==> src/rtl/axi_aw_arb3.sv <==
// Three-port AXI AW arbiter and channel mux with registered output slice and grant-order tracking.
// Optional grant-order FIFO is enabled by defining AXI_AW_ARB3_ORDER_FIFO_EN.
`timescale 1ns/1ps
module axi_aw_arb3 #(
  parameter int unsigned AW        = 32,
  parameter int unsigned IDW       = 4,
  parameter int unsigned ORD_DEPTH = 8
) (
  input  logic           aclk,
  input  logic           areset,
  input  logic           arb_en,
  input  logic [1:0]     arb_mode,
  input  logic [15:0]    weight0,
  input  logic [15:0]    weight1,
  input  logic [15:0]    weight2,
  input  logic           s0_awvalid,
  output logic           s0_awready,
  input  logic [AW-1:0]  s0_awaddr,
  input  logic [IDW-1:0] s0_awid,
  input  logic [7:0]     s0_awlen,
  input  logic           s1_awvalid,
  output logic           s1_awready,
  input  logic [AW-1:0]  s1_awaddr,
  input  logic [IDW-1:0] s1_awid,
  input  logic [7:0]     s1_awlen,
  input  logic           s2_awvalid,
  output logic           s2_awready,
  input  logic [AW-1:0]  s2_awaddr,
  input  logic [IDW-1:0] s2_awid,
  input  logic [7:0]     s2_awlen,
  output logic           m_awvalid,
  input  logic           m_awready,
  output logic [AW-1:0]  m_awaddr,
  output logic [IDW-1:0] m_awid,
  output logic [7:0]     m_awlen,
  output logic [1:0]     m_awsrc,
  output logic           wsel_valid,
  output logic [1:0]     wsel,
  input  logic           wsel_pop
);

  localparam int unsigned CNTW = 17;
  localparam logic [1:0]  MODE_RR  = 2'd1;
  localparam logic [1:0]  MODE_WGT = 2'd2;

  typedef struct packed {
    logic [AW-1:0]  addr;
    logic [IDW-1:0] id;
    logic [7:0]     len;
  } aw_pl_t;

  function automatic logic [1:0] inc3(input logic [1:0] p);
    return (p == 2'd2) ? 2'd0 : p + 2'd1;
  endfunction

  logic            m_awvalid_q;
  aw_pl_t          m_pl_q;
  logic [1:0]      m_awsrc_q;
  logic [1:0]      last_q, last_d;
  logic [CNTW-1:0] run_cnt_q, run_cnt_d;
  logic            en_prev_q;
  logic [1:0]      mode_prev_q;

  logic            can_load_c;
  logic [2:0]      req_c;
  logic [1:0]      fix_idx_c, rr_idx_c, pick_c;
  logic [1:0]      rr_c0, rr_c1, rr_c2;
  logic [15:0]     cur_w_c;
  logic            hold_c;
  logic            grant_c;
  logic            cfg_chg_c;
  aw_pl_t          pick_pl_c;

  // Request vector: ports 1 and 2 are masked off while arbitration is disabled
  always_comb begin
    req_c = {s2_awvalid & arb_en, s1_awvalid & arb_en, s0_awvalid};

    fix_idx_c = 2'd2;
    if (req_c[0])      fix_idx_c = 2'd0;
    else if (req_c[1]) fix_idx_c = 2'd1;

    rr_c0    = inc3(last_q);
    rr_c1    = inc3(rr_c0);
    rr_c2    = inc3(rr_c1);
    rr_idx_c = rr_c2;
    if (req_c[rr_c0])      rr_idx_c = rr_c0;
    else if (req_c[rr_c1]) rr_idx_c = rr_c1;

    case (last_q)
      2'd0:    cur_w_c = weight0;
      2'd1:    cur_w_c = weight1;
      default: cur_w_c = weight2;
    endcase
    hold_c = req_c[last_q] & (run_cnt_q <= CNTW'(cur_w_c));

    case (arb_mode)
      MODE_RR:  pick_c = rr_idx_c;
      MODE_WGT: pick_c = hold_c ? last_q : rr_idx_c;
      default:  pick_c = fix_idx_c;
    endcase
    if (!arb_en) pick_c = 2'd0;

    grant_c = can_load_c & (|req_c);
  end

  assign s0_awready = grant_c & (pick_c == 2'd0);
  assign s1_awready = grant_c & (pick_c == 2'd1);
  assign s2_awready = grant_c & (pick_c == 2'd2);

  always_comb begin
    case (pick_c)
      2'd0:    pick_pl_c = '{addr: s0_awaddr, id: s0_awid, len: s0_awlen};
      2'd1:    pick_pl_c = '{addr: s1_awaddr, id: s1_awid, len: s1_awlen};
      default: pick_pl_c = '{addr: s2_awaddr, id: s2_awid, len: s2_awlen};
    endcase
  end

  // Config samplers run through reset so a config held across reset is not seen as a change
  always_ff @(posedge aclk) begin
    en_prev_q   <= arb_en;
    mode_prev_q <= arb_mode;
  end
  assign cfg_chg_c = (arb_en != en_prev_q) | (arb_mode != mode_prev_q);

  always_comb begin
    last_d    = last_q;
    run_cnt_d = run_cnt_q;
    if (grant_c) begin
      last_d = pick_c;
      if (pick_c == last_q) run_cnt_d = (&run_cnt_q) ? run_cnt_q : run_cnt_q + CNTW'(1);
      else                  run_cnt_d = CNTW'(1);
    end
    if (cfg_chg_c) run_cnt_d = '0;
  end

  always_ff @(posedge aclk or posedge areset) begin
    if (areset) begin
      last_q    <= 2'd2;
      run_cnt_q <= '0;
    end else begin
      last_q    <= last_d;
      run_cnt_q <= run_cnt_d;
    end
  end

  // Output register slice
  always_ff @(posedge aclk or posedge areset) begin
    if (areset) begin
      m_awvalid_q <= 1'b0;
      m_pl_q      <= '0;
      m_awsrc_q   <= 2'd0;
    end else if (grant_c) begin
      m_awvalid_q <= 1'b1;
      m_pl_q      <= pick_pl_c;
      m_awsrc_q   <= pick_c;
    end else if (m_awready) begin
      m_awvalid_q <= 1'b0;
    end
  end

  assign m_awvalid = m_awvalid_q;
  assign m_awaddr  = m_pl_q.addr;
  assign m_awid    = m_pl_q.id;
  assign m_awlen   = m_pl_q.len;
  assign m_awsrc   = m_awsrc_q;

`ifdef AXI_AW_ARB3_ORDER_FIFO_EN
  localparam int unsigned PW = $clog2(ORD_DEPTH) + 1;

  logic [1:0]    ord_mem [ORD_DEPTH];
  logic [PW-1:0] wr_q, rd_q, wr_d, rd_d;
  logic          wsel_valid_q, wsel_valid_d;
  logic [1:0]    wsel_q, wsel_d;
  logic          full_c, push_c, pop_c;

  assign full_c     = (wr_q[PW-1] != rd_q[PW-1]) && (wr_q[PW-2:0] == rd_q[PW-2:0]);
  assign can_load_c = (!m_awvalid_q | m_awready) & !full_c;
  assign push_c     = grant_c;
  assign pop_c      = wsel_pop & wsel_valid_q;

  // Head register tracks the post-update FIFO state; a push into an empty slot bypasses the RAM
  always_comb begin
    wr_d         = wr_q + PW'(push_c);
    rd_d         = rd_q + PW'(pop_c);
    wsel_valid_d = (wr_d != rd_d);
    if (push_c && (rd_d[PW-2:0] == wr_q[PW-2:0])) wsel_d = pick_c;
    else                                          wsel_d = ord_mem[rd_d[PW-2:0]];
  end

  always_ff @(posedge aclk) begin
    if (push_c) ord_mem[wr_q[PW-2:0]] <= pick_c;
  end

  always_ff @(posedge aclk or posedge areset) begin
    if (areset) begin
      wr_q         <= '0;
      rd_q         <= '0;
      wsel_valid_q <= 1'b0;
      wsel_q       <= 2'd0;
    end else begin
      wr_q         <= wr_d;
      rd_q         <= rd_d;
      wsel_valid_q <= wsel_valid_d;
      wsel_q       <= wsel_d;
    end
  end

  assign wsel_valid = wsel_valid_q;
  assign wsel       = wsel_q;
`else
  logic unused_wsel_pop;

  assign can_load_c      = !m_awvalid_q | m_awready;
  assign wsel_valid      = 1'b0;
  assign wsel            = 2'd0;
  assign unused_wsel_pop = wsel_pop;
`endif

endmodule

==> config.mk <==
export PLATFORM = sky130hd
export DESIGN_NAME = axi_aw_arb3
export DESIGN_NICKNAME = d
export VERILOG_FILES = /design/src/rtl/axi_aw_arb3.sv
export SDC_FILE = /design/constraint.sdc
export NUM_CORES = 1
export LEC_CHECK = 0
export CELL_PAD_IN_SITES_DETAIL_PLACEMENT = 2
export CELL_PAD_IN_SITES_GLOBAL_PLACEMENT = 2
export CORE_AREA = 3 3 209 109
export DETAILED_ROUTE_END_ITERATION = 10
export DIE_AREA = 0 0 212 112
export PLACE_DENSITY_LB_ADDON = 0.1
export SLEW_MARGIN = 20
export SYNTH_ARGS = -nofsm -noshare
export SYNTH_HDL_FRONTEND = slang
export SYNTH_SLANG_ARGS = --single-unit
==> constraint.sdc <==
create_clock -name aclk -period 8.1 [get_ports aclk]
set_input_delay 1.62 -clock aclk [delete_from_list [all_inputs] [get_ports aclk]]
set_output_delay 1.62 -clock aclk [all_outputs]
set_load 0.005 [all_outputs]
==> results.cfg <==
[cts]
insertion_delay_ns = 0.34
root_buffer = clkbuf_16
clk_path_buf_depth = 2
clock-sinks = 68
ctsHoldBuffers = 0
cts_made_buffers = 9
postCtsSetupRepairBufs = 0
tritoncts = yes
ctsHtreeMaxLevel = 3
path_clk_slew_ns = 0.06
post_cts_resized = 0

[critical_path]
cp_slowest_stage_delay_ns = 0.70
cp_top_family = simple AND/OR/NAND/NOR gates
timing.rr.start = last_q[0]
worstPathArrival_ns = 5.45
critPathKind = primary input to primary output
reg2regPathDepth = 12
worst-path-buf-inv = 2
cp_max_fo = 45
reg2reg_slack_ns = 3.78
cp_cell_sequence = clkdlybuf4s50_1, mux2i_1, nor2_1, a21oi_1, ha_1, nand4_1, or3_1, a21oi_1, o21a_4, or4_4, nand2_1, nor3_1, clkdlybuf4s50_1
rr_endpoint = m_awaddr[12]
worst_setup_path_start_kind = primary input
required_ns = 6.48
end_kind = primary output
critPathSlowestCell = or4_4

[drt]
post_drt_via_cell_ratio = 5.42
wl_per_cell_um = 23.6
first_pass_iters = 4
finalWirelength_mm = 25.5
drc_errors = 0
final_antenna_net_count = 0
drtIter0Drc = 221
vias = 5858

[synth]
synth_top_area_share_pct = 30.5
async_reset_ff_share_pct = 95.6
netlist_area_mm2 = 0.00525
synthCells = 588
yosys.area.top_type = dfrtp_1
ys.flop_type = dfrtp_1
yosysWarnings = 0
ys_ff_latch = 68
synth.avg_cell_area_um2 = 8.93
synth_area_leaders = dfrtp_1 31%, nand3_2 7.4%, a31oi_1 5.6%, o22ai_1 5.4%, ha_1 4.8%
synth_cell_types = 71
synth_edf_count = 0
ys_seq_area_share_pct = 32.1

[global_routing]
grt_overflow = 0
antenna_found_initial = 0
grt_pass1_vias = 6294
grt.total_usage_pct = 21.3
grt_pass1_wl_mm = 39.0
grt_max_degree = 66

[layout]
fillers = 2333
drive_above_1_share_pct = 11.9
area_delta_synth_final_pct = 54.1
diodes = 0
layout.nets = 1006

[floorplanning]
rows = 38
die-area_mm2 = 0.0237
die_height_um = 112
start_util_pct = 24.7
dieWidth_um = 212
pin_count = 243
core-area_mm2 = 0.0213

[run_status]
outcome = complete, no violations

[timing]
timing.hold.ws_ns = 0.518
rsz0062_at_grt = false
period_share_pct = 87.3
hold_violations = 0
relSlewSlack_pct = 26.8
tns_ns = 0
finalClockSkew_ns = 0.00724
tightest_slew_ns = 1.10
max_clock_freq_ghz = 0.141
period_needed_ns = 7.07
maxSlewViolCount = 0
setup_viol = 0

[place]
dpl.hpwl_mm = 18.8
portBuffers = 238
gp_congestion = 0.839

[hold_path]
worstHoldPathType = register to register
holdPathEnd = m_awsrc[1]
hp-start = m_awsrc[1]
holdPathStages = 2

[power]
cellPowerDensity_mw_per_mm2 = 181
p_leak_nw = 2.89
power.total_mw = 1.47
ir_drop_uv = 106

[job]
drv_cap = 0
how the worst max path moves through the flow:
stage / from / end / slack, ns / depth (start not counted)
floorplan: weight1[15] / s1_awready / 2.51 / 13
global placement: weight1[7] / s1_awready / 1.09 / 13
detailed placement: weight1[7] / s1_awready / 0.97 / 13
CTS: weight1[7] / s1_awready / 0.96 / 13
global route: weight1[7] / s1_awready / 0.82 / 13
finish: weight1[7] / s1_awready / 1.03 / 13
cell usage after synthesis (7+ instances only):
library cell and n:
and3_1 8, ha_1 20, o21ai_1 46, buf_6 11
mux2i_1 18, a21oi_1 35, nand4_1 11, a31oi_1 47
o22ai_1 45, nand2_1 33, o21a_1 7, o211ai_1 10
inv_1 8, nand3_1 22, clkbuf_1 15, nor2_1 26
nor3_1 16, dfrtp_1 64, buf_4 11, buf_2 13
nand3_2 39
sequential cells by signal, summed over array words and instances (netlist names):
| register | flops |
|---|---|
| last_q | 2 |
| m_awlen | 8 |
| m_awvalid | 1 |
| m_awsrc | 1 |
| mode_prev_q | 2 |
| en_prev_q | 1 |
| m_awaddr | 32 |
| m_awid | 4 |
| run_cnt_q | 17 |
where the power goes:
part,internal [mW],switching (mW)
clock network,0.303,0.170
logic,0.281,0.272
registers,0.395,0.0463
worst min-delay path, cell delays in order, from the launching register on:
cell and delay, ns:
dfrtp_1 0.35, nor2_1 0.05, nor2_1 0.07
logic make-up (layout without fill, tap and decap cells):
| kind of cell | count (synthesis) | after routing | synth area share, % |
|---|---|---|---|
| AO/OA/AOI/OAI | 222 | 222 | 27.7 |
| XOR/XNOR | 3 | 3 | 0.501 |
| adder cells (fa/ha/maj) | 20 | 20 | 4.77 |
| buffers and inverters | 62 | 273 | 7.65 |
| flip-flops | 68 | 68 | 32.1 |
| multiplexers | 18 | 18 | 3.43 |
| other | 1 | 3 | 0.0714 |
| AND/OR/NAND/NOR | 194 | 194 | 23.8 |
area by class of cell:
class | instances | area [µm²] | share of cell area, %
clock buffers | 9 | 225 | 2.78
clock inverters | 7 | 123 | 1.52
inverters | 8 | 30.0 | 0.371
multi-input cells | 460 | 3190 | 39.4
flip-flops and latches | 68 | 1690 | 20.9
well taps | 280 | 350 | 4.33
repair buffers | 249 | 2480 | 30.7
placed cells by master (no fill, tap or decap), types with 16 or more instances in the layout:
| master | count |
|---|---|
| nand3_2 | 39 |
| mux2i_1 | 18 |
| nor2_1 | 26 |
| dfrtp_1 | 64 |
| clkdlybuf4s50_1 | 238 |
| nand2_1 | 33 |
| nand3_1 | 22 |
| a31oi_1 | 47 |
| nor3_1 | 16 |
| o21ai_1 | 46 |
| ha_1 | 20 |
| o22ai_1 | 45 |
| a21oi_1 | 35 |
layer usage:
metal,GRT usage [%],up-vias,routed length (µm)
met3,6.87,16,2010
li1,-,2696,-
met1,30.3,2976,12300
met2,31.7,170,10900
met5,0,-,0
met4,3.92,0,285
stage by stage:
stage | cell area [µm²] | util [%] | instances | setup WS, ns
2_1_floorplan | 5260 | - | 590 | 2.51
3_3_place_gp | 7710 | 36.3 | 1063 | 1.09
3_5_place_dp | 7730 | 36.4 | 1064 | 0.973
4_1_cts | 8080 | 38.0 | 1080 | 0.962
5_1_grt | 8090 | 38.1 | 1081 | 0.816
6_report | 8090 | 38.1 | 1081 | 1.03
Note: power is estimated with default switching activity, not from simulation.
